File: config.mk
export PLATFORM = sky130hd
export DESIGN_NAME = landing_lights
export DESIGN_NICKNAME = d
export VERILOG_FILES = /design/src/rtl/landing_lights.sv
export SDC_FILE = /design/constraint.sdc
export NUM_CORES = 1
export LEC_CHECK = 0
export ABC_AREA = 1
export CAP_MARGIN = 20
export CORE_ASPECT_RATIO = 1.25
export CORE_MARGIN = 2
export CORE_UTILIZATION = 35
export DETAILED_ROUTE_END_ITERATION = 6
export GPL_TIMING_DRIVEN = 1
export SETUP_SLACK_MARGIN = 0.15
export SLEW_MARGIN = 15
export SYNTH_ARGS = -nofsm -noshare
export SYNTH_HDL_FRONTEND = slang
export SYNTH_SLANG_ARGS = --single-unit
export TNS_END_PERCENT = 5
File: constraint.sdc
create_clock -name clk -period 1.3 [get_ports clk]
set_clock_uncertainty 0.1 [all_clocks]
set_input_delay 0.325 -clock clk [delete_from_list [all_inputs] [get_ports clk]]
set_output_delay 0.325 -clock clk [all_outputs]
set_load 0.01 [all_outputs]
File: src/rtl/landing_lights.sv
// Runway landing-light controller: free-running 32-bit clock divider plus a
// Moore FSM whose state code is driven straight onto the three lamps.
module landing_lights #(
    parameter int unsigned SIM_MODE    = 1,
    parameter int unsigned WHICH_CLOCK = 24
) (
    input  logic        clk,
    input  logic        reset,
    input  logic [1:0]  w,
    output logic [2:0]  out,
    output logic [31:0] divided_clocks
);

    // Lamp patterns double as state codes; out[2] is the leftmost lamp.
    typedef enum logic [2:0] {
        CALM_OUT = 3'b101,
        MID      = 3'b010,
        LEFT     = 3'b100,
        RIGHT    = 3'b001
    } state_e;

    // Bits strictly below WHICH_CLOCK, and that field including WHICH_CLOCK.
    localparam logic [31:0] LOW_MASK   = (32'd1 << WHICH_CLOCK) - 32'd1;
    localparam logic [31:0] FIELD_MASK = (LOW_MASK << 1) | 32'd1;

    state_e      state_q, state_d;
    logic [31:0] div_q, div_d;
    logic        step;

    // Divider increments every edge; wrap-around falls out of the 32-bit add.
    always_comb begin
        div_d = div_q + 32'd1;
    end

    // Step fires the cycle before divided_clocks[WHICH_CLOCK] rises:
    // that bit is 0 and every bit below it is 1.
    always_comb begin
        step = 1'b1;
        if (SIM_MODE == 0) begin
            step = ((div_q & FIELD_MASK) == LOW_MASK);
        end
    end

    // Next-state table; step acts purely as an enable, out holds otherwise.
    always_comb begin
        state_d = state_q;
        if (step) begin
            unique case (w)
                2'b01: begin
                    case (state_q)
                        RIGHT:    state_d = MID;
                        MID:      state_d = LEFT;
                        LEFT:     state_d = RIGHT;
                        CALM_OUT: state_d = MID;
                        default:  state_d = CALM_OUT;
                    endcase
                end
                2'b10: begin
                    case (state_q)
                        LEFT:     state_d = MID;
                        MID:      state_d = RIGHT;
                        RIGHT:    state_d = LEFT;
                        CALM_OUT: state_d = MID;
                        default:  state_d = CALM_OUT;
                    endcase
                end
                default: begin
                    case (state_q)
                        MID:      state_d = CALM_OUT;
                        CALM_OUT,
                        LEFT,
                        RIGHT:    state_d = MID;
                        default:  state_d = CALM_OUT;
                    endcase
                end
            endcase
        end
    end

    // State and divider registers; reset overrides step and w.
    always_ff @(posedge clk) begin
        if (reset) begin
            state_q <= CALM_OUT;
            div_q   <= '0;
        end else begin
            state_q <= state_d;
            div_q   <= div_d;
        end
    end

    assign out            = state_q;
    assign divided_clocks = div_q;

endmodule

==> impl_results.md, run 1 <==
- Status: finished, violations left
- Violated checks: setup timing
- Htree depth: 2
- Via count: 2,087
- Final Worst Setup Slack: -0.179 ns
- Gate Count Post-Synth: 289
- Cell variety after synth: 21
- DP Area: 0.00266 mm^2
- Seq/Total Area, Yosys: 0.372
- I/O pins: 39
- Yosys warnings: 0
- CP Buf/Inv Count: 1
- Largest net degree at the start of global routing: 21
- Clk sinks: 35
- First-pass GRT wire length: 8.46 mm
- Crit-path max cell delay: 0.37 ns
- Slew headroom: 0.685
- Mapped Area: 0.00188 mm^2
- Post-synth EDFFs: 0
- Clock slew at reported path FFs: 0.07 ns
- Hold slack final: 0.341 ns
- PortBufs: 38
- Number of CTS-inserted buffers: 5
- Fin. Hold Viols: 0
- Post-synthesis register bit count: 35
- Die width: 69.6 um
- Finish-stage setup viols: 25
- Crit path DAT: 1.55 ns
- Drt first pass iters: 4
- Total congestion overflow: 0
- Sequential cell area: 773 um^2
- Vias in the first global route: 1,907
- Hold Crit Class: register to register
- CP max stage cell: dfxtp_4
- Wire length per cell: 11.5 um
- Initial antenna violation count: 0
- DRC Markers: 0
- VDD IR max: 0.499 mV
- Ys async rst share: 0
- Multi-input logic area: 0.00116 mm^2
- Remaining antenna violation count: 0
- Avg Vias per Cell: 4.70
- Slew Viols, Final: 0
- Post-Route Setup TNS: -1.33 ns
- Initial core utilization: 0.366
- DR iter-0 viols: 79
- Synth Flop Type: dfxtp_1
- P_leak: 1.24 nW
- Worst Path Max Fanout: 5
- Die footprint: 0.00599 mm^2
- Avg Inst Size Synth: 6.52 um^2
- Crit end category: register
- WP data required: 1.37 ns
- Layout cell share with drive strength beyond 1: 0.437
- Detailed Route WL: 5.10 mm
- Synthesis-to-layout area growth: 60.9%
- RSZ-0062 raised after global routing: yes
- Site row count: 29
- Critical path cell sequence: ha_4, nand2_4, nor2_4, buf_12, nand2_4, nor2_4, nand2_1, nand2_1, a21oi_2
- Synth area leaders: dfxtp_1 (37%), nand2_1 (16%), nor2_1 (11%)
- GPL Wtd Cong: 0.815
- FILL cells: 514
- # nets final: 388
- Bufs on Longest Clock Path: 2
- Crit path max-delay family: simple AND/OR/NAND/NOR gates
- Synth top area share: 0.372
- FF-to-FF path depth: 9
- Mapped Nets: 296
- # Max-Cap Violations: 0
- Post-route cell area: 0.00303 mm^2
- Post-DP HPWL: 3.61 mm
- CTS root buf: clkbuf_8
- Levels on crit path: 9
- Core Region: 0.00515 mm^2
- Min Clock Period, post-route: 1.48 ns
- FMAX: 676 MHz
- Final Cycle Share: 1.14
- CTS tree: done
- Synth area leader: dfxtp_1
- Kind of critical path: register to register
- Total track usage: 0.174
- Core Util, Final: 0.588
- Worst-Margin Slew: 0.472 ns
- Worst Hold Path Cells: 1
- Pwr/cell area: 710 mW/mm^2
- CP startpoint kind: register
- Chip Height: 86.0 um
- Skew-Pair Late Insertion Delay: 0.28 ns
- Inserted Diodes: 0
per-layer routing:
metal | global-route usage | part of all wire
met1 | 0.213 | 0.45
met4 | 0.0472 | 0.017
met3 | 0.0317 | 0.038
met2 | 0.315 | 0.49
met5 | 0 | 0
synth_stat cells (2+ instances only):
library cell and number:
a21oi_1 24, clkbuf_1 3, dfxtp_1 35, ha_1 3
inv_1 33, nand2_1 82, nand2_2 3, nand2_4 3
nand3_1 21, nor2_1 53, nor2_2 4, nor2_4 5
o21a_1 2, o21ai_0 8, xnor2_1 3, xor2_1 2
placed cells by master (no fill, tap or decap), drive strengths merged, types with 4 or more instances in the layout:
master	count
nand2	88
buf	80
nor2	64
dfxtp	35
inv	34
a21oi	24
nand3	21
o21ai	8
clkbuf	8
clkdlybuf4s15	4
layout make-up:
type / count / share of cell area
Tap cell: 62 / 0.0256
Clock buffer: 8 / 0.0330
Multi-Input combinational cell: 217 / 0.383
Timing Repair Buffer: 88 / 0.261
Inverter: 34 / 0.0421
Sequential cell: 35 / 0.255
per-stage QoR:
stage | instances | worst slack [ns] | total power, mW
after floorplan | 289 | -0.0916 | 1.23
after global placement | 427 | -0.330 | 1.31
after CTS | 438 | -0.145 | 2.18
final | 444 | -0.179 | 2.15
after detailed placement | 427 | -0.339 | 1.31
after global routing | 444 | -0.254 | 2.25
registers in the layout, indices dropped and copies added, names as in the netlist:
register,count
divided_clocks,32
out,3
final timing paths:
path,startpoint,end,slack [ns]
setup / recovery,divided_clocks[1],divided_clocks[30],-0.18
hold / removal,divided_clocks[0],divided_clocks[0],0.34
setup reg to reg,divided_clocks[1],divided_clocks[30],-0.18
hold reg to reg,divided_clocks[0],divided_clocks[0],0.34
power breakdown:
group | total, mW | switching, mW | internal (mW)
registers | 1.09 | 0.0200 | 1.07
clock network | 0.878 | 0.394 | 0.484
logic | 0.183 | 0.0936 | 0.0897
logic make-up (layout without fill, tap and decap cells):
group | Yosys count | count (layout) | synth area share
xor+xnor | 5 | 5 | 0.0232
buf+inv | 38 | 130 | 0.0797
simple gates | 173 | 174 | 0.409
fa+ha+maj | 3 | 3 | 0.0199
flops | 35 | 35 | 0.372
compound gates | 35 | 35 | 0.0963
what timing repair did:
item,4_1_cts,5_1_grt
setup endpoints to repair,68,68
endpoints found under the hold margin,0,0
buffers inserted,3,5
cloned,0,1
pin swaps,7,9
hold buffers,0,0
resized for setup,187,47
Note: power is estimated with default switching activity, not from simulation.
==> inputs of run 2 (changes only) <==
--- a/config.mk
+++ b/config.mk
@@ -13,7 +13,8 @@
 export DETAILED_ROUTE_END_ITERATION = 6
 export GPL_TIMING_DRIVEN = 1
 export SETUP_SLACK_MARGIN = 0.15
-export SLEW_MARGIN = 15
+export SKIP_LAST_GASP = 1
+export SLEW_MARGIN = 5
 export SYNTH_ARGS = -nofsm -noshare
 export SYNTH_HDL_FRONTEND = slang
 export SYNTH_SLANG_ARGS = --single-unit
==> constraint.sdc (replaced) <==
create_clock -name clk -period 1.5 [get_ports clk]
set_clock_uncertainty 0.1 [all_clocks]
set_input_delay 0.375 -clock clk [delete_from_list [all_inputs] [get_ports clk]]
set_output_delay 0.375 -clock clk [all_outputs]
set_load 0.01 [all_outputs]
==> impl_results.md, run 2 (synthesis results as in run 1) <==
- Core Util, Final: 0.515
- Largest net degree at the start of global routing: 21
- Initial core utilization: 0.366
- Slew Viols, Final: 0
- Dpl cells: 402
- Remaining antenna violation count: 0
- Post-DP HPWL: 3.55 mm
- Worst-Margin Slew: 0.455 ns
- Critical path cell sequence: ha_4, nand2_4, nor2_4, nand2_4, nor2_4, nand2_1, nand2_1, a21oi_1
- Max reg flops: 32
- Final Non-Filler Cells: 418
- WL met3: 200 um
- Inserted Diodes: 0
- Via count: 1,937
- Htree depth: 2
- VDD IR max: 0.401 mV
- CTS tree: done
- Crit end category: register
- Total congestion overflow: 0
- Drt first pass iters: 4
- Cts hold-fix bufs: 0
- Fin. Hold Viols: 0
- Hold slack final: 0.347 ns
- DR iter-0 viols: 49
- Crit path max-delay family: simple AND/OR/NAND/NOR gates
- Reg-to-reg slack, setup: 0.08 ns
- Number of CTS-inserted buffers: 5
- CP Buf/Inv Count: 0
- Multi-input logic area: 0.00109 mm^2
- RSZ-0062 raised after global routing: yes
- FILL cells: 538
- Synthesis-to-layout area growth: 40.7%
- P_leak: 1.13 nW
- Die footprint: 0.00599 mm^2
- Critical Path Start: divided_clocks[0]
- Clk sinks: 35
- GPL Wtd Cong: 0.842
- Crit-path max cell delay: 0.37 ns
- RR Endpoint: divided_clocks[26]
- # Max-Cap Violations: 0
- WP data required: 1.57 ns
- CP max stage cell: dfxtp_4
- Wire length per cell: 11.5 um
- Commonest non-fill, non-tap cells in the layout: nand2_1 (82), nor2_1 (44), inv_1 (33), dlygate4sd2_1 (26)
- Hold Crit Class: register to register
- Worst Hold Path Cells: 1
- I/O pins: 39
- Vias in the first global route: 1,858
- CP startpoint kind: register
- Levels on crit path: 8
- Top Metal Used: met4
- DRC Markers: 0
- Final Cycle Share: 0.946
- Finish-stage setup viols: 0
- Hold path startpoint: divided_clocks[0]
- Sequential cell area: 738 um^2
- Initial antenna violation count: 0
- Detailed Route WL: 4.80 mm
- FF-to-FF path depth: 8
- M1 wire length: 2.13 mm
- Routed wl met2: 2.40 mm
- Slew headroom: 0.697
- Pwr/cell area: 661 mW/mm^2
- FMAX: 704 MHz
- Clock slew at reported path FFs: 0.07 ns
- Avg Vias per Cell: 4.63
- Die width: 69.6 um
- Status: finished, final reports clean
- Min Clock Period, post-route: 1.42 ns
- Total track usage: 0.172
- Core Region: 0.00515 mm^2
- # nets final: 362
- Most common cell after layout, fill and taps aside: nand2_1
- Layout cell share with drive strength beyond 1: 0.225
- First-pass GRT wire length: 8.19 mm
- CP endpoint: divided_clocks[26]
- Worst r2r src: divided_clocks[0]
- Chip Height: 86.0 um
- Bufs on Longest Clock Path: 2
- Kind of critical path: register to register
- PortBufs: 38
- Crit path DAT: 1.49 ns
- CTS root buf: clkbuf_8
- Worst Path Max Fanout: 6
- Skew-Pair Late Insertion Delay: 0.29 ns
- Site row count: 29
## run 2: cell types whose count changed in the layout (fill, tap and decap cells not counted), moves of 8 or more
cell	change
dfxtp_1	+10
buf_6	-29
buf_4	-21
dlygate4sd2_1	+25
nor2_2	-8
dfxtp_4	-9
## run 2: layer usage
layer / GRT usage / vias to the layer above
li1: - / 1034
met2: 0.317 / 36
met4: 0.0524 / 0
met5: 0 / -
met3: 0.0411 / 5
met1: 0.197 / 862
## run 2: area by class of cell
class                      count  area share
inverter                      34      0.0481
clock inverter                 1     0.00189
timing repair buffer          63       0.203
sequential                    35       0.278
multi-input combinational    216       0.411
clock buffer                   7      0.0288
tap                           62      0.0293
## run 2: how the worst min path moves through the flow
stage / endpoint / slack (ns)
2_1_floorplan: divided_clocks[0] / 0.35
3_3_place_gp: divided_clocks[0] / 0.33
3_5_place_dp: divided_clocks[0] / 0.34
4_1_cts: divided_clocks[0] / 0.35
5_1_grt: divided_clocks[0] / 0.36
6_report: divided_clocks[0] / 0.35
## run 2: what timing repair did
| action | in CTS | in global routing |
|---|---|---|
| pin swaps | 6 | 2 |
| buffers inserted | 6 | 2 |
| gates resized for setup | 70 | 12 |
| setup endpoints to repair | 62 | 61 |
## run 2: worst reg2reg max path: cells and delay by family (launching register included)
kind | cells | cell delay (ns)
AND/OR/NAND/NOR | 6 | 0.61
flip-flops | 1 | 0.37
adder cells (fa/ha/maj) | 1 | 0.15
AO/OA/AOI/OAI | 1 | 0.06
## run 2: through the flow
step,area (um^2),total power [mW],setup TNS [ns],setup slack [ns]
finish,2650,1.75,0,0.0805
global route,2650,1.84,-0.0463,-0.0167
CTS,2600,1.78,0,0.0824
detailed placement,2470,1.13,-1.44,-0.187
global placement,2470,1.12,-0.892,-0.180
floorplan,1900,1.06,0,0.108
## run 2: power breakdown
group / total (mW) / leakage [nW] / internal [mW] / switching (mW)
sequential: 0.960 / 0.295 / 0.942 / 0.0183
combinational: 0.130 / 0.794 / 0.0567 / 0.0731
clock: 0.661 / 0.0422 / 0.326 / 0.335
